--- src/rtl/nonce_decoder_if.sv ---
// Per-cycle result slot from the hashing cores: a hit flag and the index of
// the core/partition that produced it.
interface processorResultsIfc #(
   parameter int PARTITIONBITS = 2
) (
   input logic clk
);
   logic [PARTITIONBITS-1:0] nonce_prefix;
   logic                     success;

   modport writer (output nonce_prefix, output success);
   modport reader (input  nonce_prefix, input  success);
endinterface

--- src/rtl/nonce_decoder.sv ---
// Rebuilds the full 32-bit nonce for each core result. The upper bits are the
// reporting core index and the lower bits are the per-core iteration count.
// The first BROADCAST_CNT valid slots after a new block are pipeline fill and
// are dropped.
module nonce_decoder #(
   parameter int BROADCAST_CNT = 5,
   parameter int NUM_CORES     = 4,   // must be a power of two
   parameter int PARTITIONBITS = $clog2(NUM_CORES)
) (
   input  logic                      clk,
   input  logic                      rst,
   input  logic                      valid_i,
   input  logic                      newblock_i,
   processorResultsIfc.reader        rawinput_i,
   output logic                      valid_o,
   output logic                      success_o,
   output logic [31:0]               nonce_o
);
   localparam int ITERW = 32 - PARTITIONBITS;
   localparam int FILLW = $clog2(BROADCAST_CNT + 1);
   localparam logic [FILLW-1:0] FILL_MAX = FILLW'(BROADCAST_CNT);

   logic [ITERW-1:0] iter_q;
   logic [FILLW-1:0] fill_q;
   logic             filled;
   logic             decode;

   // Classify the current slot: only a valid, non-newblock slot after the
   // pipeline has filled carries a meaningful result.
   always_comb begin
      filled = (fill_q == FILL_MAX);
      decode = valid_i && !newblock_i && filled;
   end

   // Counters and registered outputs. ITER wraps naturally at its width.
   always_ff @(posedge clk) begin
      if (rst) begin
         iter_q    <= '0;
         fill_q    <= '0;
         valid_o   <= 1'b0;
         success_o <= 1'b0;
         nonce_o   <= '0;
      end else begin
         valid_o   <= decode;
         success_o <= decode && rawinput_i.success;
         if (valid_i) begin
            if (newblock_i) begin
               iter_q <= '0;
               fill_q <= '0;
            end else if (!filled) begin
               fill_q <= fill_q + 1'b1;
            end else begin
               nonce_o <= {rawinput_i.nonce_prefix, iter_q};
               iter_q  <= iter_q + 1'b1;
            end
         end
      end
   end
endmodule

--- src/flat_wrapper.sv ---
// flat-port wrapper written by rule: the top's interface ports become plain ports
module nonce_decoder_flat 
#(
   parameter int BROADCAST_CNT = 5,
   parameter int NUM_CORES     = 4,                            
   parameter int PARTITIONBITS = $clog2(NUM_CORES)
)
  (clk, rst, valid_i, newblock_i, valid_o, success_o, nonce_o, rawinput_i_nonce_prefix, rawinput_i_success);
  processorResultsIfc #(.PARTITIONBITS(PARTITIONBITS)) rawinput_i_i (.clk(clk));
  input  logic clk;
  input  logic rst;
  input  logic valid_i;
  input  logic newblock_i;
  output logic valid_o;
  output logic success_o;
  output logic [31:0] nonce_o;
  input wire logic [$bits(rawinput_i_i.nonce_prefix)-1:0] rawinput_i_nonce_prefix;
  input wire logic [$bits(rawinput_i_i.success)-1:0] rawinput_i_success;
  assign rawinput_i_i.nonce_prefix = rawinput_i_nonce_prefix;
  assign rawinput_i_i.success = rawinput_i_success;
  nonce_decoder #(.BROADCAST_CNT(BROADCAST_CNT), .NUM_CORES(NUM_CORES), .PARTITIONBITS(PARTITIONBITS)) u_core (.clk(clk), .rst(rst), .valid_i(valid_i), .newblock_i(newblock_i), .rawinput_i(rawinput_i_i), .valid_o(valid_o), .success_o(success_o), .nonce_o(nonce_o));
endmodule
--- config.mk ---
export PLATFORM = sky130hd
export DESIGN_NAME = nonce_decoder_flat
export DESIGN_NICKNAME = d
export VERILOG_FILES = /design/src/rtl/nonce_decoder_if.sv /design/src/rtl/nonce_decoder.sv /design/src/flat_wrapper.sv
export SDC_FILE = /design/constraint.sdc
export NUM_CORES = 1
export LEC_CHECK = 0
export BUFFER_PORTS_ARGS = -buffer_cell sky130_fd_sc_hd__buf_2
export CAP_MARGIN = 20
export CORE_AREA = 2 2 85 87
export DETAILED_ROUTE_END_ITERATION = 7
export DIE_AREA = 0 0 87 89
export HOLD_SLACK_MARGIN = 0.15
export SLEW_MARGIN = 20
export SYNTH_ARGS = -nofsm -noshare
export SYNTH_HDL_FRONTEND = slang
export SYNTH_SLANG_ARGS = --single-unit
--- constraint.sdc ---
create_clock -name clk -period 2 [get_ports clk]
set_input_delay 0.4 -clock clk [delete_from_list [all_inputs] [get_ports clk]]
set_output_delay 0.4 -clock clk [all_outputs]
set_load 0.01 [all_outputs]
==> results of run 1 <==
cell families (layout without fill, tap and decap cells):
group / count (synthesis) / count (layout)
AOI/OAI and AO/OA: 106 / 106
adders and majority gates: 3 / 3
buffers and inverters: 33 / 91
DFF: 67 / 67
and+or+nand+nor: 169 / 169
per-layer routing:
layer	share of wire [%]	wire length, um
met1	47	3380
met2	47	3370
met3	3.6	254
met4	2.1	153
met5	0	0
report_power, final:
part / internal [mW] / total, mW / switching [mW] / leakage, nW
clock network: 0.477 / 0.980 / 0.504 / 0.0928
logic: 0.0261 / 0.0736 / 0.0475 / 0.778
registers: 1.34 / 1.34 / 0.00147 / 0.540
what timing repair did:
item	in CTS	in global routing
gates resized for setup	0	2
setup endpoints to repair	0	3
hold buffers	0	0
area by class of cell:
class,count,area (um2)
Fill cell,684,3110
Multi-Input combinational cell,278,1520
Sequential cell,67,1340
Timing Repair Buffer,69,455
Clock buffer,11,141
Tap cell,80,100
Clock inverter,5,28.8
Inverter,6,25.0
registers in the layout (all words and copies together) (netlist names):
register,count
u_core.success_o,1
u_core.valid_o,1
u_core.fill_q,3
u_core.iter_q,30
u_core.nonce_o,32
cell usage after synthesis, types with 2 or more instances:
| cell | instances | share of area, % |
|---|---|---|
| nand3_2 | 2 | 0.67 |
| nor2_1 | 19 | 2.4 |
| a31o_2 | 2 | 0.58 |
| or4_1 | 2 | 0.50 |
| a22oi_1 | 2 | 0.50 |
| nand3_1 | 10 | 1.7 |
| a311oi_1 | 3 | 0.88 |
| nand4_1 | 12 | 2.5 |
| nor2_2 | 2 | 0.42 |
| nor4_1 | 4 | 0.83 |
| nand3b_1 | 2 | 0.50 |
| nor3_1 | 10 | 1.7 |
| dfxtp_1 | 67 | 45 |
| o21ai_1 | 5 | 0.83 |
| o21ai_0 | 19 | 3.2 |
| a21o_1 | 4 | 1.0 |
| clkbuf_1 | 18 | 2.3 |
| a31oi_1 | 6 | 1.3 |
| a21oi_1 | 49 | 8.2 |
| ha_1 | 3 | 1.3 |
| buf_4 | 3 | 0.75 |
| nor2b_1 | 2 | 0.42 |
| buf_2 | 5 | 0.83 |
| inv_1 | 5 | 0.63 |
| and2_1 | 6 | 1.3 |
| o211ai_1 | 2 | 0.50 |
| a41oi_1 | 4 | 1.2 |
| or3_1 | 5 | 1.0 |
| nand2_1 | 81 | 10 |
critical path: stages, from the launching register on:
cell and delay, ns:
dfxtp_1 0.46, nand4_1 0.26, or4_4 0.50, or4_1 0.40, a21oi_1 0.15
worst max-delay path by stage:
| stage | cells after the start | end | startpoint |
|---|---|---|---|
| 6_report | 4 | u_core.iter_q[15]$_SDFFE_PP0P_ | u_core.iter_q[3]$_SDFFE_PP0P_ |
| 5_1_grt | 6 | u_core.iter_q[28]$_SDFFE_PP0P_ | u_core.fill_q[0]$_SDFFE_PP0P_ |
| 4_1_cts | 6 | u_core.iter_q[21]$_SDFFE_PP0P_ | u_core.fill_q[0]$_SDFFE_PP0P_ |
| 3_5_place_dp | 6 | u_core.iter_q[21]$_SDFFE_PP0P_ | u_core.fill_q[0]$_SDFFE_PP0P_ |
| 3_3_place_gp | 6 | u_core.iter_q[21]$_SDFFE_PP0P_ | newblock_i |
| 2_1_floorplan | 6 | u_core.iter_q[26]$_SDFFE_PP0P_ | u_core.iter_q[0]$_SDFFE_PP0P_ |
cell usage in the layout, fill, tap and decap left out, types with 2 or more instances in the layout:
master,synthesis,routed
o21ai_0,19,19
clkinv_2,0,4
o211ai_1,2,2
a22oi_1,2,2
clkbuf_8,0,10
a31oi_1,6,6
a31o_2,2,2
buf_12,0,3
inv_1,5,5
a311oi_1,3,3
nor3_1,10,10
a21o_1,4,4
nor2_2,2,3
a21oi_1,49,49
nor2_1,19,18
or4_1,2,2
nand3_2,2,2
ha_1,3,3
buf_2,5,40
a41oi_1,4,4
o21ai_1,5,5
nor2b_1,2,2
buf_4,3,26
nand2_1,81,81
dfxtp_1,67,67
nand4_1,12,12
and2_1,6,6
or3_1,5,5
nor4_1,4,4
nand3_1,10,10
nand3b_1,2,2
==> results.toml, run 1 <==
[pwr]
power.total_mw = 2.39
powerDensity_mw_per_mm2 = 662
ir_worst_vdd_mv = 0.300
p_leak_nw = 1.41

[clock_tree]
numCtsBuffers = 9
ctsHtreeMaxLevel = 3
post_cts_buffers = 0
clockBufferDepth = 2
cts_tree = "yes"
insertion_delay_ns = 0.35
root_buffer = "clkbuf_8"
path_clk_slew_ns = 0.07
clkSinkCount = 67

[floorplan]
rows = 30
core_mm2 = 0.00672
chipHeight_um = 89
start_util_pct = 44.6
io_pins = 41
die_area_mm2 = 0.00774
die_w_um = 87

[worst_setup_path]
endpoint_kind = "flop"
cp_data_required_time_ns = 2.28
cp_max_fo = 8
reg2reg_to = "u_core.iter_q[15]$_SDFFE_PP0P_"
crit_type = "reg -> reg"
start_kind = "flop"
r2r_start = "u_core.iter_q[3]$_SDFFE_PP0P_"
worstPathArrival_ns = 2.12
r2r_cells = 4
reg2reg_slack_ns = 0.16

[logic_synthesis]
ys_seq_elements = 67
synth_flop_cell = "dfxtp_1"
synthesis.nets = 388
synth-edff-count = 0
synth_compound_area_share_pct = 21.0
seq_area_frac_synth_pct = 44.7
synth_top_family_by_area = "simple AND/OR/NAND/NOR gates"
synthArstFlopShare_pct = 0
synth_fa_ha_area_share_pct = 1.25
synth_warnings = 0
synth_cells = 378
synth.distinct_cells = 53
synthXorXnorAreaFrac_pct = 0
synth-simple-area-share_pct = 28.3
synthesis.area_mm2 = 0.00300
postSynthAreaPerCell_um2 = 7.93
muxShareOfSynthArea_pct = 0

[global_routing]
grtUsageMet2_pct = 33.7
gr-usage-all-layers_pct = 20.4
overflow = 0
antenna_found_initial = 0
grt_pass1_wl_mm = 12.3
grt-busiest-layer = "met2"
grt_util_met3_pct = 4.43
first_global_vias = 2622
use_met1_pct = 25.9
grt_max_degree = 55

[finish]
drive_above_1_share_pct = 22.9
nets = 441
syn_to_final_growth_pct = 20.5
diodes = 0
fin_cells = 516
final_util_pct = 53.8
final_area_mm2 = 0.00361

[route]
drt-total-wl_mm = 7.15
num_vias = 2850
antenna_left = 0
dr.pass1.iters = 4
drt-initial-drc-count = 147
viasPerCell = 5.52
route.detailed.drc = 0
wl_per_cell_um = 13.9

[sta]
final.setup.tns_ns = 0
fin_crit_sh_pct = 92.0
fin_skew_ns = 0.00830
rsz0062_at_grt = "no"
fmax_mhz = 543
setup_violations = 0
worst_slack_ns = 0.160
slew_headroom_pct = 77.1
drv_slew = 0
holdWs_ns = 0.259
tightest_slew_ns = 0.340
timing.final.hold_violations = 0
period_minus_slack_ns = 1.84

[hold_path]
hold_path_depth = 2
whs_endpoint = "u_core.success_o$_SDFF_PP0_"
min_path_type = "in -> reg"
hold_start = "rawinput_i_success"

[place]
gp_congestion = 0.827
io_buffers = 40
place_hpwl_mm = 4.94
placed_cells = 500
dp_slack_ns = 0.158
place_area_mm2 = 0.00344

[job]
cap_violations = 0

[status]
status = "finished, final reports clean"
(Power assumes the default switching activity.)
==> run 2, diff against run 1 <==
--- a/config.mk
+++ b/config.mk
@@ -11,6 +11,7 @@
 export DETAILED_ROUTE_END_ITERATION = 7
 export DIE_AREA = 0 0 87 89
 export HOLD_SLACK_MARGIN = 0.15
+export MAX_ROUTING_LAYER = met4
 export SLEW_MARGIN = 20
 export SYNTH_ARGS = -nofsm -noshare
 export SYNTH_HDL_FRONTEND = slang
==> results.toml, run 2 (same netlist as run 1, synthesis figures left out) <==
[sta]
fin_skew_ns = 0.00824
fin_crit_sh_pct = 92.2
final.setup.tns_ns = 0
timing.final.hold_violations = 0
fmax_mhz = 542
tightest_slew_ns = 0.341
rsz0062_at_grt = "no"
drv_slew = 0
holdWs_ns = 0.259
setup_violations = 0
period_minus_slack_ns = 1.84
slew_headroom_pct = 77.1

[floorplan]
start_util_pct = 44.6
die_area_mm2 = 0.00774
chipHeight_um = 89
io_pins = 41
rows = 30
core_mm2 = 0.00672
die_w_um = 87

[clock_tree]
cts_tree = "yes"
cts_hold_buf = 0
clockBufferDepth = 2
root_buffer = "clkbuf_8"
clkSinkCount = 67
numCtsBuffers = 9
ctsHtreeMaxLevel = 3
insertion_delay_ns = 0.35
path_clk_slew_ns = 0.07

[worst_setup_path]
worstPathArrival_ns = 2.12
endpoint_kind = "flop"
r2r_cells = 4
cp_max_fo = 8
reg2reg_to = "u_core.iter_q[15]$_SDFFE_PP0P_"
r2r_start = "u_core.iter_q[3]$_SDFFE_PP0P_"
crit_start = "u_core.iter_q[3]$_SDFFE_PP0P_"
crit_type = "reg -> reg"
cp_data_required_time_ns = 2.28
start_kind = "flop"
reg2reg_slack_ns = 0.16

[place]
placed_cells = 500
gp_congestion = 0.840
io_buffers = 40
place_hpwl_mm = 4.94

[status]
status = "finished, final reports clean"

[hold_path]
hold_start = "rawinput_i_success"
min_path_type = "in -> reg"
hold_path_depth = 2
whs_endpoint = "u_core.success_o$_SDFF_PP0_"

[finish]
drive_above_1_share_pct = 22.9
largest_reg_flops = 32
final_cell_mix = "nand2_1 (81), dfxtp_1 (67), a21oi_1 (49)"
multi_input_area_mm2 = 0.00152
regMostFlops = "u_core.nonce_o"
fin_cells = 516
syn_to_final_growth_pct = 20.5
seqCellArea_mm2 = 0.00134
fill_cells = 684
largest_registers = "u_core.nonce_o: 32 flops, u_core.iter_q: 30 flops, u_core.fill_q: 3 flops"
final_common_cell = "nand2_1"
nets = 441
diodes = 0

[route]
num_vias = 2857
drt-initial-drc-count = 159
dr.pass1.iters = 4
viasPerCell = 5.54
route.detailed.drc = 0
drt-total-wl_mm = 7.18
antenna_left = 0
wl_per_cell_um = 13.9

[global_routing]
grt_pass1_wl_mm = 12.3
grt_max_degree = 55
overflow = 0
first_global_vias = 2622
antenna_found_initial = 0
gr-usage-all-layers_pct = 21.0

[pwr]
powerDensity_mw_per_mm2 = 662
p_leak_nw = 1.41
ir_worst_vdd_mv = 0.300

[job]
cap_violations = 0
-- run 2: worst max-delay path: stages (launching register included) --
cell     delay (ns)
dfxtp_1        0.46
nand4_1        0.27
or4_4          0.50
or4_1          0.40
a21oi_1        0.15
-- run 2: power by group --
group / internal, mW / leakage [nW] / switching [mW]
registers: 1.34 / 0.540 / 0.00147
clock network: 0.477 / 0.0928 / 0.504
logic: 0.0261 / 0.778 / 0.0477
total: 1.84 / 1.41 / 0.553
-- run 2: how the worst max path moves through the flow --
stage                                           to  slack (ns)  cells after the start
floorplan           u_core.iter_q[26]$_SDFFE_PP0P_        0.24                      6
global placement    u_core.iter_q[21]$_SDFFE_PP0P_        0.18                      6
detailed placement  u_core.iter_q[21]$_SDFFE_PP0P_        0.16                      6
CTS                 u_core.iter_q[21]$_SDFFE_PP0P_        0.14                      6
global route        u_core.iter_q[28]$_SDFFE_PP0P_        0.01                      6
finish              u_core.iter_q[15]$_SDFFE_PP0P_        0.16                      4
-- run 2: routing by layer --
layer	vias up	part of all wire [%]	GRT usage (%)
met5	-	0	-
met1	1328	47	25.9
met2	55	46	33.7
met3	14	4.1	4.43
li1	1460	-	-
met4	0	2.2	8.24
-- run 2: final cells by class --
cell class / instances / share of cell area, %
multi-input combinational: 278 / 42.1
sequential: 67 / 37.1
timing repair buffer: 69 / 12.6
clock buffer: 11 / 3.91
tap: 80 / 2.77
clock inverter: 5 / 0.797
inverter: 6 / 0.693
-- run 2: through the flow --
step	area, um2	utilization (%)	power (mW)	setup slack, ns
after global placement	3440	51.2	1.44	0.179
after detailed placement	3440	51.2	1.44	0.158
after CTS	3610	53.7	2.42	0.141
after floorplan	3000	-	1.41	0.237
after global routing	3610	53.8	2.49	0.0129
final	3610	53.8	2.39	0.156
-- run 2: repair_timing --
action                                  4_1_cts  5_1_grt
resized for setup                             0        2
endpoints found under the hold margin         0        0
endpoints found under the setup margin        0        3
setup buffers                                 0        0
